File: src/rtl/flappy_pkg.sv
// Shared definitions for the flappybird game core: FSM encodings and
// default screen / pipe geometry used by the pipe scheduler and its slots.
package flappy_pkg;

    typedef enum logic [1:0] {
        ST_IDLE = 2'd0,
        ST_RUN  = 2'd1,
        ST_HALT = 2'd2
    } state_t;

    localparam int DEF_NPIPE     = 3;
    localparam int DEF_XW        = 10;
    localparam int DEF_YW        = 9;
    localparam int DEF_SPAWN_X   = 640;
    localparam int DEF_PIPE_W    = 52;
    localparam int DEF_SPEED     = 2;
    localparam int DEF_SPACING   = 110;
    localparam int DEF_GAP_MIN   = 80;
    localparam int DEF_RND_SHIFT = 1;
    localparam int DEF_BIRD_X    = 160;

endpackage

File: src/rtl/pipe_slot.sv
// One pipe slot: holds x / gap / valid, scrolls and retires the pipe on step,
// and flags when this step carries the pipe's right edge past the bird.
module pipe_slot
    import flappy_pkg::*;
#(
    parameter int XW      = DEF_XW,
    parameter int YW      = DEF_YW,
    parameter int SPAWN_X = DEF_SPAWN_X,
    parameter int PIPE_W  = DEF_PIPE_W,
    parameter int SPEED   = DEF_SPEED,
    parameter int BIRD_X  = DEF_BIRD_X
) (
    input  logic          clk,
    input  logic          rst,
    input  logic          clear,
    input  logic          step,
    input  logic          load,
    input  logic [YW-1:0] load_gap,
    output logic          valid,
    output logic [XW-1:0] x,
    output logic [YW-1:0] gap,
    output logic          pass_hit
);

    // load only ever targets a free slot, so it never competes with a move
    always_ff @(posedge clk or posedge rst) begin
        if (rst) begin
            valid <= 1'b0;
            x     <= '0;
            gap   <= '0;
        end else if (clear) begin
            valid <= 1'b0;
            x     <= '0;
            gap   <= '0;
        end else if (load) begin
            valid <= 1'b1;
            x     <= XW'(SPAWN_X);
            gap   <= load_gap;
        end else if (step && valid) begin
            if (x < XW'(SPEED))
                valid <= 1'b0;
            else
                x <= x - XW'(SPEED);
        end
    end

    // right edge strictly right of the bird now, at or left of it after the move
    assign pass_hit = valid
                   && (int'(x) + PIPE_W > BIRD_X)
                   && (int'(x) + PIPE_W - SPEED <= BIRD_X);

endmodule

File: src/rtl/pipe_scheduler.sv
// Spawns, scrolls and retires pipes from the random byte stream; holds the
// game FSM, spawn cadence counter and lowest-free-slot selection.
module pipe_scheduler
    import flappy_pkg::*;
#(
    parameter int NPIPE     = DEF_NPIPE,
    parameter int XW        = DEF_XW,
    parameter int YW        = DEF_YW,
    parameter int SPAWN_X   = DEF_SPAWN_X,
    parameter int PIPE_W    = DEF_PIPE_W,
    parameter int SPEED     = DEF_SPEED,
    parameter int SPACING   = DEF_SPACING,
    parameter int GAP_MIN   = DEF_GAP_MIN,
    parameter int RND_SHIFT = DEF_RND_SHIFT,
    parameter int BIRD_X    = DEF_BIRD_X
) (
    input  logic                clk,
    input  logic                rst,
    input  logic                tick,
    input  logic                start,
    input  logic                crash,
    input  logic [7:0]          rnd,
    output logic                rnd_take,
    output logic [NPIPE-1:0]    pipe_valid,
    output logic [NPIPE*XW-1:0] pipe_x,
    output logic [NPIPE*YW-1:0] pipe_gap,
    output logic                pass,
    output logic                running,
    output state_t              state_dbg
);

    localparam int CW = ($clog2(SPACING) > 0) ? $clog2(SPACING) : 1;
    localparam logic [CW-1:0] CNT_LAST = CW'(SPACING - 1);

    state_t            state, state_n;
    logic              enter_run, step, have_free, spawn;
    logic [CW-1:0]     cnt;
    logic [NPIPE-1:0]  load_vec, hit_vec;
    logic [YW-1:0]     spawn_gap;

    always_ff @(posedge clk or posedge rst) begin
        if (rst) state <= ST_IDLE;
        else     state <= state_n;
    end

    // crash beats tick in RUN; start beats crash in HALT
    always_comb begin
        state_n   = state;
        enter_run = 1'b0;
        step      = 1'b0;
        case (state)
            ST_IDLE: if (start) begin
                state_n   = ST_RUN;
                enter_run = 1'b1;
            end
            ST_RUN: begin
                if (crash)     state_n = ST_HALT;
                else if (tick) step    = 1'b1;
            end
            ST_HALT: if (start) begin
                state_n   = ST_RUN;
                enter_run = 1'b1;
            end
            default: state_n = ST_IDLE;
        endcase
    end

    // a slot retiring on this tick still reads as occupied here
    always_comb begin
        load_vec  = '0;
        have_free = 1'b0;
        for (int i = 0; i < NPIPE; i++) begin
            if (!pipe_valid[i] && !have_free) begin
                load_vec[i] = 1'b1;
                have_free   = 1'b1;
            end
        end
    end

    assign spawn     = step && (cnt == CNT_LAST) && have_free;
    assign spawn_gap = YW'(GAP_MIN) + YW'(rnd >> RND_SHIFT);

    always_ff @(posedge clk or posedge rst) begin
        if (rst)
            cnt <= '0;
        else if (enter_run)
            cnt <= CNT_LAST;
        else if (step) begin
            if (spawn)                cnt <= '0;
            else if (cnt != CNT_LAST) cnt <= cnt + 1'b1;
        end
    end

    always_ff @(posedge clk or posedge rst) begin
        if (rst) pass <= 1'b0;
        else     pass <= step && (|hit_vec);
    end

    assign rnd_take  = spawn;
    assign running   = (state == ST_RUN);
    assign state_dbg = state;

    for (genvar g = 0; g < NPIPE; g++) begin : g_slot
        pipe_slot #(
            .XW(XW), .YW(YW), .SPAWN_X(SPAWN_X), .PIPE_W(PIPE_W),
            .SPEED(SPEED), .BIRD_X(BIRD_X)
        ) u_slot (
            .clk      (clk),
            .rst      (rst),
            .clear    (enter_run),
            .step     (step),
            .load     (spawn && load_vec[g]),
            .load_gap (spawn_gap),
            .valid    (pipe_valid[g]),
            .x        (pipe_x[g*XW +: XW]),
            .gap      (pipe_gap[g*YW +: YW]),
            .pass_hit (hit_vec[g])
        );
    end

endmodule
File: config.mk
export PLATFORM = sky130hd
export DESIGN_NAME = pipe_scheduler
export DESIGN_NICKNAME = d
export VERILOG_FILES = /design/src/rtl/flappy_pkg.sv /design/src/rtl/pipe_slot.sv /design/src/rtl/pipe_scheduler.sv
export SDC_FILE = /design/constraint.sdc
export NUM_CORES = 1
export LEC_CHECK = 0
export ABC_AREA = 0
export ABC_CLOCK_PERIOD_IN_PS = 4550
export BUFFER_PORTS_ARGS = -buffer_cell sky130_fd_sc_hd__buf_2
export CAP_MARGIN = 40
export CORE_MARGIN = 2
export CORE_UTILIZATION = 55
export CTS_BUF_LIST = sky130_fd_sc_hd__clkbuf_4 sky130_fd_sc_hd__clkbuf_8
export DETAILED_ROUTE_END_ITERATION = 16
export PLACE_DENSITY_LB_ADDON = 0.2
export SLEW_MARGIN = 15
export SYNTH_ARGS = -nofsm -noshare
export SYNTH_HDL_FRONTEND = slang
export SYNTH_SLANG_ARGS = --single-unit
File: constraint.sdc
create_clock -name clk -period 4.55 [get_ports clk]
set_clock_uncertainty 0.2 [all_clocks]
set_input_delay 0.91 -clock clk [delete_from_list [all_inputs] [get_ports clk]]
set_output_delay 0.91 -clock clk [all_outputs]
set_load 0.005 [all_outputs]
==> summary.md <==
| Metric | Value |
|---|---|
| Status | `completed` |
| Num rows | `33` |
| Via count | `4,191` |
| Total clock sinks | `64` |
| Number of nets with antenna violations after routing | `0` |
| Deepest clock path buffer count | `2` |
| Wire length reported by the detailed router | `10.8 mm` |
| Die Ht | `95.7 um` |
| Top-Level Pins | `78` |
| Post-layout instance area | `5210 um^2` |
| Static power due to leakage | `2.54 nW` |
| GRT Residual Overflow | `0` |
| Avg Cell Area, Syn | `8.33 um^2` |
| Max Fclk | `298 MHz` |
| Cts hold-fix bufs | `0` |
| Final weighted congestion in routability-driven placement | `0.864` |
| Starting Density | `0.566` |
| Crit path largest cell delay | `570 ps` |
| Area fraction of the dominant cell type after synthesis | `0.346` |
| Final core utilization | `0.637` |
| Slew @ Worst Pin | `862 ps` |
| Area added between synthesis and finish | `12.7%` |
| Filler cells | `736` |
| TritonCTS Buffers | `9` |
| Maximum ir drop on the vdd rail | `0.232 mV` |
| Cell type with the highest aggregate area in the netlist | `sky130_fd_sc_hd__dfrtp_1` |
| Count of distinct cell types in the synthesized netlist | `72` |
| Relative slew margins | `0.421` |
| CP Launch Type | `flip-flop` |
| Cells along the critical path | `ha_1, nand2b_1, o22ai_1, nand2_1, nor4_1, ha_1, nand2b_1, a2111oi_0, o2111ai_1, o311ai_2` |
| Setup violators final | `0` |
| Number of global-route vias before repair | `3,829` |
| TritonCTS clock tree | `done` |
| Dominant synthesized flop cell | `sky130_fd_sc_hd__dfrtp_1` |
| Clock latency reported for the late side of the worst-skew pair | `350 ps` |
| Non-filler cells in the finished layout | `716` |
| Final number of max-transition violations | `0` |
| Die Footprint | `9160 um^2` |
| Mapped Area | `4620 um^2` |
| Number of nets in the final layout | `644` |
| Area inside the core boundary | `8180 um^2` |
| Ratio of final minimum period to clock period | `0.738` |
| Clock-pin slew on the worst setup and hold paths | `70 ps` |
| Data required time at the worst endpoint | `4600 ps` |
| Type of the worst min-delay path | `in -> async` |
| Overall power of the completed layout | `1.49 mW` |
| Endpoints failing hold | `0` |
| Synth area leaders | `sky130_fd_sc_hd__dfrtp_1, sky130_fd_sc_hd__ha_1, sky130_fd_sc_hd__nand3_1` |
| DRC errors left | `0` |
| Count of warnings emitted by yosys | `0` |
| Worst path slowest cell | `sky130_fd_sc_hd__dfrtp_1` |
| Clock root buffer | `sky130_fd_sc_hd__clkbuf_8` |
| Inst Count DP | `700` |
| CTS HTree Levels | `3` |
| Routed length per placed instance | `15.1 um` |
| Clock period minus worst slack | `3360 ps` |
| Total Negative Setup Slacks | `0 ps` |
| Fraction of synthesis flops using an asynchronous set or reset pin | `1.00` |
| Power density relative to cell area | `286 nW/um^2` |
| CTS-repair resized insts | `0` |
| Placement Cell Area | `4970 um^2` |
| RSZ-0062 raised after global routing | `no` |
| Setup bufs post-CTS | `0` |
| Total half-perimeter wirelength after legalization and detailed placement | `7.90 mm` |
| Total of max-cap violations | `0` |
| Register bit total from synthesis | `64` |
| X dimension of the die | `95.7 um` |
| Global-route wire length before repair | `17.7 mm` |
| Crit path buffers/inverters | `0` |
| GRT Overall Usage | `0.245` |
| Number of design-rule violations left by the first detailed-router iteration | `159` |
| Port Buffer Count | `70` |
| Sequential share of the synthesized area | `0.346` |
| Post-DR vias/cell | `5.85` |
| Worst Path Max Fanout | `15` |
| Cells after synthesis | `555` |
| Maximum number of pins on one net before global-route repair | `35` |
| Fraction of layout instances using a drive strength above 1 | `0.165` |
| Critical path endpoint category | `flip-flop` |
| Flop2flop setup slack | `1190 ps` |
| Number of antenna diodes | `0` |
| Number of iterations in the first detailed-routing pass | `5` |
| Crit Path Class | `reg -> reg` |
| Antenna violations before repair | `0` |
| Number of flops mapped to enable cells by yosys | `0` |
| Critical path data arrival time | `3410 ps` |
| Top Family by Delay on Critical Path | `compound AO/OA/AOI/OAI gates` |
## kinds of logic after synthesis
| group | after synthesis | share of synthesized area |
|---|---|---|
| buffers and inverters | 58 | 0.0584 |
| adders and majority gates | 25 | 0.0676 |
| xor gates and xnor gates | 35 | 0.0663 |
| AOI/OAI and AO/OA | 110 | 0.168 |
| muxes | 3 | 0.00676 |
| DFF | 64 | 0.346 |
| other | 1 | 0.000811 |
| and+or+nand+nor | 259 | 0.286 |
## metrics by stage
stage	setup WS [ps]	hold WS, ps
floorplan	1700	290
finish	1190	261
global placement	1180	275
CTS	1210	260
global route	865	270
detailed placement	1210	278
## cells in the mapped netlist, types with 3 or more instances
library cell and number:
sky130_fd_sc_hd__nand3_1 49, sky130_fd_sc_hd__o211ai_1 6, sky130_fd_sc_hd__o21ai_1 3, sky130_fd_sc_hd__a21oi_1 19, sky130_fd_sc_hd__a211oi_1 9, sky130_fd_sc_hd__clkbuf_1 22
sky130_fd_sc_hd__xnor2_1 22, sky130_fd_sc_hd__nor4_1 7, sky130_fd_sc_hd__nor2b_1 19, sky130_fd_sc_hd__nor2_1 47, sky130_fd_sc_hd__nand3b_1 4, sky130_fd_sc_hd__nand2b_1 18
sky130_fd_sc_hd__inv_1 18, sky130_fd_sc_hd__o21ai_0 20, sky130_fd_sc_hd__nand2_1 65, sky130_fd_sc_hd__dfrtp_1 64, sky130_fd_sc_hd__buf_2 6, sky130_fd_sc_hd__or4_1 4
sky130_fd_sc_hd__a2111oi_0 3, sky130_fd_sc_hd__and3_1 7, sky130_fd_sc_hd__ha_1 25, sky130_fd_sc_hd__xor2_1 13, sky130_fd_sc_hd__buf_4 9, sky130_fd_sc_hd__and2_1 3
sky130_fd_sc_hd__a31oi_1 5, sky130_fd_sc_hd__a311oi_1 4, sky130_fd_sc_hd__or3_1 4, sky130_fd_sc_hd__a211o_1 4, sky130_fd_sc_hd__o32ai_1 3, sky130_fd_sc_hd__a21boi_0 4
sky130_fd_sc_hd__nor3_1 12
## registers in the layout (all words and copies together), names as in the netlist
signal and count:
g_slot.u_slot.x 27, g_slot.u_slot.gap 24, cnt 7, g_slot.u_slot.valid 3, state_dbg 2, pass 1
## layout make-up
cell class                      instances  area, um^2  area share
Inverter                               18        67.6      0.0130
Multi-Input combinational cell        438        2770       0.532
Clock buffer                           10         131      0.0252
Clock inverter                          6         108      0.0206
Sequential cell                        64        1600       0.307
Tap cell                              105         131      0.0252
Timing Repair Buffer                   75         400      0.0768
## final timing paths
kind / to / startpoint / depth (start not counted)
worst max register to register: pass / g_slot[2].u_slot.x[2] / 10
worst min register to register: g_slot[2].u_slot.gap[5] / g_slot[2].u_slot.gap[5] / 2
worst min-delay path: g_slot[0].u_slot.gap[3] / rst / 2
max in group asynchronous: g_slot[0].u_slot.x[2] / rst / 3
min in group clk: g_slot[2].u_slot.gap[5] / g_slot[2].u_slot.gap[5] / 2
worst max-delay path: pass / g_slot[2].u_slot.x[2] / 10
## power breakdown
group          switching [mW]  leakage [nW]  total (mW)  internal, mW
sequential             0.0507         0.864       0.658         0.607
combinational           0.143          1.55       0.246         0.103
clock                   0.218         0.120       0.586         0.368
total                   0.412          2.54        1.49          1.08
## cells in the final DEF (no fill, tap or decap), types with 7 or more instances in the layout
cell and count:
sky130_fd_sc_hd__buf_2 70, sky130_fd_sc_hd__nand2_1 65, sky130_fd_sc_hd__dfrtp_1 64, sky130_fd_sc_hd__nand3_1 49, sky130_fd_sc_hd__nor2_1 47, sky130_fd_sc_hd__ha_1 25
sky130_fd_sc_hd__xnor2_1 22, sky130_fd_sc_hd__o21ai_0 20, sky130_fd_sc_hd__nor2b_1 19, sky130_fd_sc_hd__a21oi_1 19, sky130_fd_sc_hd__nand2b_1 18, sky130_fd_sc_hd__inv_1 17
sky130_fd_sc_hd__xor2_1 13, sky130_fd_sc_hd__nor3_1 12, sky130_fd_sc_hd__a211oi_1 9, sky130_fd_sc_hd__clkbuf_8 9, sky130_fd_sc_hd__and3_1 7, sky130_fd_sc_hd__nor4_1 7
## metal layers
layer | share of wire | wire, um | global-route usage | vias up
li1 | - | - | - | 2072
met1 | 0.45 | 4890 | 0.330 | 1997
met2 | 0.49 | 5240 | 0.397 | 105
met3 | 0.047 | 507 | 0.0517 | 17
met4 | 0.015 | 159 | 0.0774 | 0
met5 | 0 | 0 | 0 | -
Note: power is estimated with default switching activity, not from simulation.
